`config.mk`:
```
export PLATFORM = sky130hd
export DESIGN_NAME = char_stream_matcher
export DESIGN_NICKNAME = d
export VERILOG_FILES = /design/src/rtl/char_match_pkg.sv /design/src/rtl/kmp_fail_builder.sv /design/src/rtl/char_stream_matcher.sv
export SDC_FILE = /design/constraint.sdc
export NUM_CORES = 1
export LEC_CHECK = 0
export ABC_CLOCK_PERIOD_IN_PS = 6870
export BUFFER_PORTS_ARGS = -buffer_cell sky130_fd_sc_hd__buf_4
export CAP_MARGIN = 20
export CELL_PAD_IN_SITES_DETAIL_PLACEMENT = 0
export CELL_PAD_IN_SITES_GLOBAL_PLACEMENT = 1
export CORE_MARGIN = 1
export CORE_UTILIZATION = 54
export DETAILED_ROUTE_END_ITERATION = 8
export MAX_ROUTING_LAYER = met4
export PLACE_DENSITY_LB_ADDON = 0.1
export SETUP_SLACK_MARGIN = 0.4
export SLEW_MARGIN = 20
export SYNTH_ARGS = -nofsm -noshare
export SYNTH_HDL_FRONTEND = slang
export SYNTH_HIERARCHICAL = 1
export SYNTH_SLANG_ARGS = --single-unit
export TNS_END_PERCENT = 50
```
`constraint.sdc`:
```
create_clock -name clk -period 6.87 [get_ports clk]
set_clock_uncertainty 0.2 [all_clocks]
set_input_delay 1.374 -clock clk [delete_from_list [all_inputs] [get_ports clk]]
set_output_delay 1.374 -clock clk [all_outputs]
set_load 0.02 [all_outputs]
```
`src/rtl/char_match_pkg.sv`:
```
// Shared types and default sizes for the streaming KMP character matcher.
package char_match_pkg;

    localparam int PKG_MAX_LEN = 8;
    localparam int PKG_CNT_W   = 16;
    localparam int PKG_IDX_W   = $clog2(PKG_MAX_LEN);
    localparam int PKG_LEN_W   = $clog2(PKG_MAX_LEN + 1);

    typedef logic [7:0] char_t;

    typedef enum logic [1:0] {
        IDLE,
        BUILD,
        RUN
    } state_e;

endpackage

```
`src/rtl/kmp_fail_builder.sv`:
```
// Sequential KMP prefix-function builder: one comparison step per cycle
// over the committed pattern, raising done in the cycle the table is complete.
module kmp_fail_builder
    import char_match_pkg::*;
#(
    parameter int MAX_LEN = PKG_MAX_LEN,
    parameter int IDX_W   = PKG_IDX_W,
    parameter int LEN_W   = PKG_LEN_W
) (
    input  logic             clk,
    input  logic             rst,
    input  logic             start,
    input  char_t            pat  [MAX_LEN],
    input  logic [LEN_W-1:0] len,
    output logic [LEN_W-1:0] fail [MAX_LEN],
    output logic             done
);

    logic             busy_r;
    logic [LEN_W-1:0] i_r;
    logic [LEN_W-1:0] j_r;
    logic [IDX_W-1:0] i_ix;
    logic [IDX_W-1:0] j_ix;
    logic [IDX_W-1:0] jm1_ix;

    assign i_ix   = i_r[IDX_W-1:0];
    assign j_ix   = j_r[IDX_W-1:0];
    assign jm1_ix = IDX_W'(j_r - 1'b1);
    assign done   = busy_r && (i_r == len);

    always_ff @(posedge clk or negedge rst) begin
        if (!rst) begin
            busy_r <= 1'b0;
            i_r    <= '0;
            j_r    <= '0;
            for (int n = 0; n < MAX_LEN; n++) begin
                fail[n] <= '0;
            end
        end else if (start) begin
            busy_r  <= 1'b1;
            i_r     <= LEN_W'(1);
            j_r     <= '0;
            fail[0] <= '0;
        end else if (busy_r) begin
            // i reaching len means every entry below it is final.
            if (i_r == len) begin
                busy_r <= 1'b0;
            end else if (pat[i_ix] == pat[j_ix]) begin
                fail[i_ix] <= j_r + 1'b1;
                j_r        <= j_r + 1'b1;
                i_r        <= i_r + 1'b1;
            end else if (j_r != '0) begin
                j_r <= fail[jm1_ix];
            end else begin
                fail[i_ix] <= '0;
                i_r        <= i_r + 1'b1;
            end
        end
    end

endmodule

```
`src/rtl/char_stream_matcher.sv`:
```
// Streaming KMP matcher: staged pattern load, sequential failure-table build,
// then valid/ready scanning with match position, count and prefix reporting.
module char_stream_matcher
    import char_match_pkg::*;
#(
    parameter int MAX_LEN = PKG_MAX_LEN,
    parameter int CNT_W   = PKG_CNT_W
) (
    input  logic                         clk,
    input  logic                         rst,
    input  logic                         pat_we,
    input  logic [$clog2(MAX_LEN)-1:0]   pat_idx,
    input  logic [7:0]                   pat_char,
    input  logic [$clog2(MAX_LEN+1)-1:0] pat_len,
    input  logic                         pat_commit,
    output logic                         busy,
    input  logic                         i_valid,
    input  logic [7:0]                   i_char,
    output logic                         i_ready,
    output logic                         o_match,
    output logic [CNT_W-1:0]             o_match_pos,
    output logic [CNT_W-1:0]             o_match_cnt,
    output logic [$clog2(MAX_LEN+1)-1:0] o_prefix
);

    localparam int IDX_W = $clog2(MAX_LEN);
    localparam int LEN_W = $clog2(MAX_LEN + 1);
    localparam logic [LEN_W-1:0] LEN_MAX = LEN_W'(MAX_LEN);

    state_e           state_r;
    logic             busy_r;
    logic             rdy_r;
    char_t            pat_stg  [MAX_LEN];
    char_t            pat_act  [MAX_LEN];
    char_t            stg_wr   [MAX_LEN];
    logic [LEN_W-1:0] fail_tab [MAX_LEN];
    logic [LEN_W-1:0] len_r;
    logic [LEN_W-1:0] k_r;
    logic [LEN_W-1:0] k_nx;
    logic [LEN_W-1:0] k_inc;
    logic [CNT_W-1:0] pos_r;
    char_t            held_p0;
    char_t            c_cur;
    logic             stg_en;
    logic             commit_en;
    logic             bld_start;
    logic             bld_done;
    logic             take;
    logic             hit;
    logic             consume;
    logic             match;
    logic [IDX_W-1:0] k_ix;
    logic [IDX_W-1:0] km1_ix;
    logic [IDX_W-1:0] lm1_ix;

    assign stg_en    = pat_we && !busy_r;
    assign commit_en = pat_commit && !busy_r;
    assign bld_start = commit_en && (pat_len != '0);
    assign busy      = busy_r;
    assign i_ready   = rdy_r;
    assign o_prefix  = k_r;

    // A same-cycle write is folded in so a commit sees it.
    always_comb begin
        stg_wr = pat_stg;
        if (stg_en) begin
            stg_wr[pat_idx] = pat_char;
        end
    end

    kmp_fail_builder #(
        .MAX_LEN (MAX_LEN),
        .IDX_W   (IDX_W),
        .LEN_W   (LEN_W)
    ) u_bld (
        .clk   (clk),
        .rst   (rst),
        .start (bld_start),
        .pat   (pat_act),
        .len   (len_r),
        .fail  (fail_tab),
        .done  (bld_done)
    );

    // While i_ready is low the rejected character is re-evaluated from held_p0.
    always_comb begin
        k_ix    = k_r[IDX_W-1:0];
        km1_ix  = IDX_W'(k_r - 1'b1);
        lm1_ix  = IDX_W'(len_r - 1'b1);
        k_inc   = k_r + 1'b1;
        c_cur   = rdy_r ? i_char : held_p0;
        take    = (state_r == RUN) && (!rdy_r || i_valid);
        hit     = (pat_act[k_ix] == c_cur);
        consume = take && (hit || (k_r == '0));
        match   = take && hit && (k_inc == len_r);
        k_nx    = k_r;
        if (take) begin
            if (hit) begin
                k_nx = match ? fail_tab[lm1_ix] : k_inc;
            end else if (k_r != '0) begin
                k_nx = fail_tab[km1_ix];
            end
        end
    end

    always_ff @(posedge clk or negedge rst) begin
        if (!rst) begin
            state_r     <= IDLE;
            busy_r      <= 1'b0;
            rdy_r       <= 1'b1;
            len_r       <= '0;
            k_r         <= '0;
            pos_r       <= '0;
            o_match     <= 1'b0;
            o_match_pos <= '0;
            o_match_cnt <= '0;
            for (int n = 0; n < MAX_LEN; n++) begin
                pat_stg[n] <= '0;
                pat_act[n] <= '0;
            end
        end else begin
            o_match <= 1'b0;
            if (stg_en) begin
                pat_stg <= stg_wr;
            end
            if (commit_en) begin
                k_r <= '0;
                if (pat_len == '0) begin
                    state_r <= IDLE;
                    len_r   <= '0;
                    rdy_r   <= 1'b1;
                end else begin
                    pat_act     <= stg_wr;
                    len_r       <= (pat_len > LEN_MAX) ? LEN_MAX : pat_len;
                    pos_r       <= '0;
                    o_match_pos <= '0;
                    o_match_cnt <= '0;
                    state_r     <= BUILD;
                    busy_r      <= 1'b1;
                    rdy_r       <= 1'b0;
                end
            end else begin
                case (state_r)
                    BUILD: begin
                        if (bld_done) begin
                            state_r <= RUN;
                            busy_r  <= 1'b0;
                            rdy_r   <= 1'b1;
                        end
                    end
                    RUN: begin
                        if (take) begin
                            k_r   <= k_nx;
                            rdy_r <= consume;
                            if (consume) begin
                                pos_r <= pos_r + 1'b1;
                            end
                            if (match) begin
                                o_match     <= 1'b1;
                                o_match_pos <= pos_r;
                                if (o_match_cnt != '1) begin
                                    o_match_cnt <= o_match_cnt + 1'b1;
                                end
                            end
                        end
                    end
                    default: ;
                endcase
            end
        end
    end

    always_ff @(posedge clk) begin
        if (take && !consume) begin
            held_p0 <= c_cur;
        end
    end

endmodule
```
### Yosys cells after proc, flatten, opt, wreduce, memory -nomap -nowiden

Cells that the tools add are included.

| operators by class | value |
|---|---|
| add/sub/neg operators | 8 |
| magnitude comparators | 10 |
| equal/unequal tests | 13 |
| multiplexer cells | 83 |
| bitwise operators | 12 |
| reductions and logical operators | 43 |

Operator list:

| operator | count |
|---|---|
| $mux 16 | 14 |
| $mux 32 | 4 |
| $mux 4 | 26 |
| $bmux 8 s3 | 3 |
| $bwmux 64 | 1 |
| $mux 64 | 1 |
| $mux 8 | 8 |
| $bmux 4 s3 | 3 |
| $add 16x1->16 const B | 2 |
| $and 32x32->32 | 1 |
| $bwmux 32 | 1 |
| $not 32->32 | 1 |
| $ge 4x4->1 const B | 7 |
| $not 3->4 | 7 |
| $demux 8 s3 | 1 |
| $eq 8x8->1 | 2 |
| $mux 1 | 16 |
| $ne 16x16->1 const B | 1 |
| $reduce_bool 2->1 | 8 |
| $reduce_and 3->1 | 5 |
| $add 4x1->4 const B | 3 |
| $demux 4 s3 | 1 |
| $reduce_and 4->1 | 3 |
| $reduce_bool 4->1 | 3 |
| other kinds (20) | 47 |

| word-level totals | value |
|---|---|
| register bits | 238 |
| input port bits | 28 |
| output and inout port bits | 39 |

### Longest topological paths before layout

Gate-level depths: netlist (run 1).

| depth | value |
|---|---|
| depth after elaboration | 12 |
| mapped depth | 14 |
| gate-level depth less buffers | 9 |

### Modules after synthesis

The synthesis (run 1) kept the hierarchy.

Modules (own cells, without submodules):

| module | instances | cells an instance | area each (µm²) |
|---|---|---|---|
| char_stream_matcher | 1 | 888 | 9700.6 |
| kmp_fail_builder | 1 | 277 | 3250.6 |

### Worst setup path after synthesis (run 1)

No wires, ideal clock.

| timing path | value |
|---|---|
| path type | input -> register |
| start point | input port pat_commit |
| end point | register u_bld/fail[0] (netlist bit) |
| library setup time | 0.121 ns |
| data arrival time | 3.487 ns |
| required time | 6.549 ns |
| path slack | 3.062 ns |
| stages | 13 |
| path buffers | 5 |
| cell sequence | nor2b_1 > buf_2 > nand2b_1 > clkbuf_1 > inv_1 > clkbuf_1 > buf_1 > clkbuf_1 > nor2_1 > nand2_1 > nor2_1 > o21ai_1 > a22o_1 |

| between the ends | value |
|---|---|
| longest elaborated chain between the ends | 4 |

Ends and longest elaborated chain:

| item | line | source |
|---|---|---|
| start, declared | char_stream_matcher.sv:15 | `input logic pat_commit,` |
| $logic_and 1x1->1 | char_stream_matcher.sv:57 | `assign commit_en = pat_commit && !busy_r;` |
| $logic_and 1x1->1 | char_stream_matcher.sv:58 | `assign bld_start = commit_en && (pat_len != '0);` |
| via bld_start | char_stream_matcher.sv:46 | `logic bld_start;` |
| $not 1->1 (no line) | - |  |
| $reduce_and 4->1 (no line) | - |  |
| end signal, assigned by index | kmp_fail_builder.sv:49 | `fail[i_ix] <= j_r + 1'b1;` |
| end, declared | kmp_fail_builder.sv:15 | `output logic [LEN_W-1:0] fail [MAX_LEN],` |

The timed path passes the listed nets, and every way through them passes these cells.
A chain may end at the register's enable or synchronous reset.

### Final worst setup path (run 1)

| timing path | value |
|---|---|
| start point | register k_r[0], in the netlist o_prefix[0] |
| end point | register o_match_pos[14] |

| between the ends | value |
|---|---|
| longest elaborated chain between the ends | 9 |
| elaborated cells on any way between the ends | 11 |
| those cells by class | 1 x add/sub; 2 x eq/ne; 3 x mux; 1 x bitwise; 4 x reduce/logical |

Ends and longest elaborated chain:

| item | line | source |
|---|---|---|
| start, declared | char_stream_matcher.sv:38 | `logic [LEN_W-1:0] k_r;` |
| start signal, assigned | char_stream_matcher.sv:153 | `k_r <= k_nx;` |
| $not 3->4 (implied by the code) | char_stream_matcher.sv:93 | `hit = (pat_act[k_ix] == c_cur);` |
| $bmux 8 s3 | char_stream_matcher.sv:93 |  |
| $mux 8 (implied by the code) (2 in a row) | char_stream_matcher.sv:93 |  |
| $eq 8x8->1 | char_stream_matcher.sv:93 |  |
| $logic_and 1x1->1 | char_stream_matcher.sv:95 | `match = take && hit && (k_inc == len_r);` |
| $logic_and 1x1->1 * | char_stream_matcher.sv:95 |  |
| $reduce_bool 2->1 (no line) * | - |  |
| $reduce_and 4->1 (no line) * | - |  |
| end signal, assigned | char_stream_matcher.sv:160 | `o_match_pos <= pos_r;` |
| end, declared | char_stream_matcher.sv:21 | `output logic [CNT_W-1:0] o_match_pos,` |

Mark *: on every way between the ends. The rest lies on a longest branch, timed or not. The select of a mux whose other input is x is not followed.

==> results of run 1 <==
-- registers in the layout, summed over array words and instances (netlist names), 2 cells and up --
| name | count |
|---|---|
| u_bld/fail | 32 |
| held_p0 | 8 |
| u_bld/j_r | 4 |
| pat_act | 64 |
| o_prefix | 4 |
| len_r | 4 |
| pos_r | 16 |
| u_bld/i_r | 4 |
| o_match_cnt | 16 |
| state_r | 2 |
| o_match_pos | 16 |
| pat_stg | 64 |
-- per-stage QoR --
stage,instance area (um2),instances,setup slack (ns),utilization (%),power [mW]
after floorplan,13000,1165,3.06,-,4.13
after global placement,13600,1486,2.54,57.8,4.67
after detailed placement,13600,1486,2.56,57.8,4.72
after CTS,14400,1532,2.56,61.5,6.14
after global routing,14500,1532,2.52,61.6,6.49
final,14500,1532,2.82,61.6,6.12
-- cell usage in the layout, fill, tap and decap left out, types with 17 or more instances in the layout --
master and instances:
nand2_1 249, dfrtp_1 228, mux2_2 81, buf_4 78, mux2i_1 59, mux4_2 58
nor2_1 37, and2_1 28, a22o_1 28, a21oi_1 27, clkbuf_16 27, o21ai_0 23
nand3_1 20, a221o_1 18, and3_1 17
-- logic make-up (layout without fill, tap and decap cells) --
family / count (synthesis) / in the layout / synth area share [%]
buffers and inverters: 95 / 143 / 3.66
muxes: 200 / 200 / 21.9
adders and majority gates: 8 / 8 / 0.773
and+or+nand+nor: 427 / 427 / 15.4
DFF: 238 / 238 / 46.3
xor gates and xnor gates: 24 / 24 / 1.74
AOI/OAI and AO/OA: 173 / 173 / 10.3
-- cells in the mapped netlist, drive strengths merged (14+ instances only) --
cell	number	area, um2
a22o	28	245
nor2	38	143
clkbuf	38	143
mux2	83	935
nand3	20	100
dfrtp	229	5730
o21ai	32	160
and3	17	106
nand2	249	935
a221o	18	180
nand2b	14	87.6
mux4	58	1310
mux2i	59	591
and2	28	175
buf	40	268
a21oi	28	151
inv	15	56.3
-- critical path: cells and delay by family (launching register included) --
kind | cells | cell delay [ns]
xor gates and xnor gates | 1 | 0.17
and+or+nand+nor | 2 | 0.85
DFF | 1 | 0.77
buffers and inverters | 1 | 0.38
AOI/OAI and AO/OA | 2 | 0.73
muxes | 2 | 0.81
-- power by group through the flow --
stage                     clock network (mW)  logic (mW)  registers [mW]
final                                   1.41        2.43            2.28
after global routing                    1.50        2.64            2.35
after CTS                               1.44        2.42            2.28
after detailed placement                   0        2.41            2.30
after global placement                     0        2.38            2.28
after floorplan                            0        2.07            2.07
-- worst paths after layout --
check / slack, ns / endpoint / cells after the start
min reg2reg: 0.29 / pos_r[15] / 1
max: 2.82 / o_match_pos[14] / 8
min: 0.29 / pos_r[15] / 1
max reg2reg: 2.82 / o_match_pos[14] / 8
min in group asynchronous: 0.64 / u_bld/fail[7] / 1
max in group asynchronous: 4.70 / pat_act[61] / 2
-- layer usage --
metal | wire length [um] | vias up | global-route usage (%)
li1 | - | 4289 | -
met1 | 14300 | 4712 | 38.9
met2 | 15100 | 255 | 43.2
met3 | 1800 | 46 | 4.04
met4 | 693 | 0 | 6.68
met5 | 0 | - | -
-- final cells by class --
| class | count | area (um2) |
|---|---|---|
| clock buffers | 35 | 756 |
| clock inverters | 11 | 119 |
| fillers | 1952 | 9020 |
| inverters | 17 | 63.8 |
| multi-input cells | 832 | 6490 |
| flip-flops and latches | 238 | 6000 |
| well taps | 319 | 399 |
| repair buffers | 80 | 621 |
==> impl_metrics.py, run 1 <==
metrics = {
    "global_route": {
        "grt_usage_pct": 27.9,
        "grt-ovfl-total": 0,
        "antenna_found_initial": 0,
        "grt_pass1_vias": 9167,
        "grt_max_degree": 130,
        "grt_pass1_wl_um": 51600,
    },
    "clocking": {
        "numCtsBuffers": 26,
        "post_cts_buffers": 0,
        "cts_tree": "built",
        "clock_latency_ns": 0.54,
        "clkTransAtPathRegs_ns": 0.06,
        "cts-root-buf": "clkbuf_16",
        "cts.htree.levels": 1,
        "cts_resized": 0,
        "clock_path_buffers": 3,
        "clock-sinks": 238,
        "cts_hold_buf": 0,
    },
    "floorplanning": {
        "die_w_um": 157,
        "die_y_um": 157,
        "start_util_pct": 55.2,
        "die_area_um2": 24600,
        "ios": 67,
        "num_rows": 56,
        "fp.coreArea_um2": 23500,
    },
    "timing": {
        "slew_viol_final": 0,
        "hold_violations": 0,
        "setup_viol": 0,
        "final.period_utilization_pct": 59.0,
        "rsz0062_at_grt": "false",
        "fmax_ghz": 0.247,
        "setup_tns_ns": 0,
        "max_slew_margin_pct": 27.5,
        "tightest_slew_ns": 1.09,
        "fin_crit_ns": 4.05,
        "whs_ns": 0.285,
    },
    "setup_path": {
        "worstReg2RegStart": "o_prefix[0]",
        "crit_path_top_delay_cell": "dfrtp_2",
        "cp-start-kind": "flip-flop",
        "critPathLaunch": "o_prefix[0]",
        "path_cells": "buf_4 > mux4_2 > mux2i_1 > xor2_1 > and2_1 > and4_1 > a21oi_4 > a221o_1",
        "cp.arrival_ns": 4.26,
        "cp.required_ns": 7.08,
        "worstSetupPathType": "reg2reg",
        "endpoint_kind": "flip-flop",
        "critical-path-max-stage-delay_ns": 0.77,
        "cp_max_fo": 22,
    },
    "yosys": {
        "synth-edff-count": 8,
        "syn_avg_cell_area_um2": 11.1,
        "synth_cell_type_count": 74,
        "syn_inst": 1165,
        "synthFlopType": "dfrtp_1",
        "synth-seq-cells": 238,
        "syn-num-nets": 1201,
        "syn-cell-area_um2": 13000,
        "yosysWarnings": 6,
        "synth-seq-area-share_pct": 46.3,
        "async_flop_share_pct": 96.6,
    },
    "pwr": {
        "p_int_mw": 3.85,
        "leakage_nw": 6.59,
        "p_clk_share_pct": 23.1,
        "p_seq_share_pct": 37.3,
        "switching_share_pct": 37.1,
        "switchingPower_mw": 2.27,
        "combPwrFrac_pct": 39.6,
        "p_per_area_nw_per_um2": 424,
        "vdd_drop_max_uv": 216,
    },
    "hold_path": {
        "hold_start": "pos_r[15]",
        "hp-class": "reg2reg",
    },
    "routing": {
        "route.detailed.drc": 0,
        "num_vias": 9302,
        "wl_per_cell_um": 20.8,
        "ant_nets": 0,
        "wl_um": 31900,
        "drt-initial-drc-count": 558,
        "viasPerCell": 6.07,
        "dr.pass1.iters": 5,
    },
    "place": {
        "place.gp.congestion": 0.867,
        "dp_hpwl_um": 21100,
        "port_buffers": 66,
    },
    "run": {
        "maxCapViolCount": 0,
    },
    "cells_and_area": {
        "drive_gt1_share_pct": 23.1,
        "layout-area-overhead-vs-synth_pct": 11.6,
        "diodes": 0,
        "final_net_count": 1231,
    },
    "status": {
        "status": "finished clean",
    },
}
Note: power is estimated with default switching activity, not from simulation.
==> run 2, diff against run 1 <==
--- a/config.mk
+++ b/config.mk
@@ -5,13 +5,13 @@
 export SDC_FILE = /design/constraint.sdc
 export NUM_CORES = 1
 export LEC_CHECK = 0
-export ABC_CLOCK_PERIOD_IN_PS = 6870
+export ABC_CLOCK_PERIOD_IN_PS = 3550
 export BUFFER_PORTS_ARGS = -buffer_cell sky130_fd_sc_hd__buf_4
 export CAP_MARGIN = 20
 export CELL_PAD_IN_SITES_DETAIL_PLACEMENT = 0
 export CELL_PAD_IN_SITES_GLOBAL_PLACEMENT = 1
 export CORE_MARGIN = 1
-export CORE_UTILIZATION = 54
+export CORE_UTILIZATION = 45
 export DETAILED_ROUTE_END_ITERATION = 8
 export MAX_ROUTING_LAYER = met4
 export PLACE_DENSITY_LB_ADDON = 0.1
==> constraint.sdc (replaced) <==
create_clock -name clk -period 3.55 [get_ports clk]
set_clock_uncertainty 0.2 [all_clocks]
set_input_delay 0.71 -clock clk [delete_from_list [all_inputs] [get_ports clk]]
set_output_delay 0.71 -clock clk [all_outputs]
set_load 0.02 [all_outputs]
==> run 2 against run 1 <==
Against the previous run:
- register-to-register slack got worse by 2.3 ns
- cell count rose by 8.0%
- count of clock-buffer cells in the layout is 5 higher
- clock power is 95% higher
- combinational power grew 130%
- power increased by 110%
- setup slack worse by 2.3 ns
- core utilization decreased by 7.1 points
- critical path type unchanged
- largest power group unchanged
==> impl_metrics.py, run 2 (synthesis results as in run 1) <==
metrics = {
    "status": {
        "status": "finished clean",
    },
    "place": {
        "dp_hpwl_um": 23100,
        "port_buffers": 66,
        "postPlaceCellArea_um2": 14000,
        "place.gp.congestion": 0.867,
    },
    "setup_path": {
        "worstReg2RegStart": "o_prefix[0]",
        "cp.arrival_ns": 3.29,
        "cp-start-kind": "flip-flop",
        "rr_endpoint": "o_match_pos[12]",
        "worstSetupPathType": "reg2reg",
        "cp_max_fo": 18,
        "regToRegSetupSlack_ns": 0.48,
        "cp.required_ns": 3.77,
        "rr_worst_depth": 11,
        "endpoint_kind": "flip-flop",
    },
    "cells_and_area": {
        "register_area_um2": 6010,
        "design_area_um2": 15300,
        "final_net_count": 1295,
        "diodes": 0,
        "layout-area-overhead-vs-synth_pct": 17.8,
        "layout_commonest_cell": "nand2_1",
        "top_regs": "pat_act x64, pat_stg x64, u_bld/fail x32",
        "nFillCells": 2497,
        "drive_gt1_share_pct": 28.1,
        "layout_common_cells": "249 x nand2_1, 222 x dfrtp_1, 126 x buf_4, 81 x mux2_2, 58 x mux4_2",
        "multi_input_area_um2": 6580,
    },
    "timing": {
        "hold_violations": 0,
        "max_slew_margin_pct": 52.1,
        "fin_crit_ns": 3.07,
        "rsz0062_at_grt": "true",
        "tightest_slew_ns": 0.716,
        "final.period_utilization_pct": 86.4,
        "setup_viol": 0,
        "setup_tns_ns": 0,
        "fmax_ghz": 0.326,
        "slew_viol_final": 0,
    },
    "routing": {
        "wl_um": 34300,
        "drt-initial-drc-count": 668,
        "ant_nets": 0,
        "dr.pass1.iters": 5,
        "route.detailed.drc": 0,
        "viasPerCell": 5.74,
        "num_vias": 9491,
        "wl_per_cell_um": 20.8,
    },
    "floorplanning": {
        "start_util_pct": 46.2,
        "die_y_um": 172,
        "die_w_um": 172,
        "fp.coreArea_um2": 28000,
        "ios": 67,
        "die_area_um2": 29500,
        "num_rows": 61,
    },
    "clocking": {
        "cts.htree.levels": 1,
        "clock-sinks": 238,
        "cts_tree": "built",
        "clock_path_buffers": 3,
        "clkTransAtPathRegs_ns": 0.06,
        "cts-root-buf": "clkbuf_16",
        "numCtsBuffers": 27,
        "clock_latency_ns": 0.55,
    },
    "run": {
        "maxCapViolCount": 0,
    },
    "global_route": {
        "grt_max_degree": 99,
        "grt_pass1_wl_um": 54000,
        "grt_pass1_vias": 9280,
        "antenna_found_initial": 0,
        "grt-ovfl-total": 0,
        "grt_usage_pct": 24.5,
    },
    "hold_path": {
        "hp-class": "in2reg",
        "hold_start": "pat_len[3]",
        "hold_path_depth": 3,
        "hold_end": "len_r[3]",
    },
    "pwr": {
        "leakage_nw": 6.93,
        "p_per_area_nw_per_um2": 828,
        "vdd_drop_max_uv": 491,
    },
}
## run 2: power by group
group / internal, mW / switching, mW / leakage (nW)
logic: 2.79 / 2.78 / 3.39
registers: 3.58 / 0.728 / 3.12
clock network: 1.62 / 1.12 / 0.417
total: 7.99 / 4.64 / 6.93
## run 2: stage by stage
stage	utilization [%]	cells	setup slack, ns	power, mW	hold WS, ns
4_1_cts	53.5	1638	0.415	12.3	0.167
3_3_place_gp	50.0	1586	0.173	9.33	0.278
5_1_grt	54.5	1654	0.384	13.4	0.201
3_5_place_dp	50.0	1586	0.147	9.40	0.282
2_1_floorplan	-	1165	0.385	8.01	0.214
6_report	54.5	1654	0.483	12.6	0.191
## run 2: layout make-up
type / instances / area share, %
Clock inverter: 6 / 0.574
Multi-Input combinational cell: 832 / 43.1
Sequential cell: 238 / 39.4
Inverter: 17 / 0.443
Timing Repair Buffer: 143 / 8.39
Clock buffer: 40 / 5.01
Tap cell: 378 / 3.10
## run 2: worst max path at each step
stage | cells past startpoint | to | slack [ns] | startpoint
global route | 10 | u_bld/fail[28] | 0.38 | u_bld/i_r[0]
floorplan | 12 | o_match_cnt[13] | 0.38 | o_prefix[0]
CTS | 11 | o_match_pos[1] | 0.41 | o_prefix[0]
global placement | 7 | o_prefix[0] | 0.17 | o_prefix[0]
detailed placement | 9 | o_match_pos[10] | 0.15 | o_prefix[0]
finish | 11 | o_match_pos[12] | 0.48 | o_prefix[0]
## run 2: worst max-delay path, stage by stage, from the launching register on
cell,delay (ns)
dfrtp_4,0.50
buf_12,0.15
buf_12,0.12
mux4_2,0.41
mux2i_1,0.18
xor2_1,0.18
and2_4,0.19
and4_1,0.23
buf_4,0.20
a21oi_4,0.08
buf_12,0.15
a221o_1,0.34
## run 2: metal layers
layer,GRT usage (%),wire length [um]
met5,-,0
met1,34.4,16000
met2,37.6,15800
met4,5.82,773
met3,3.57,1780
## run 2: repair_timing
| action | 4_1_cts | 5_1_grt |
|---|---|---|
| setup endpoints to repair | 93 | 88 |
| buffers inserted | 5 | 13 |
| cloned | 0 | 2 |
| pin swaps | 1 | 6 |
| hold endpoints to repair | 49 | 0 |
| resized for setup | 8 | 21 |
| hold buffers | 1 | 0 |
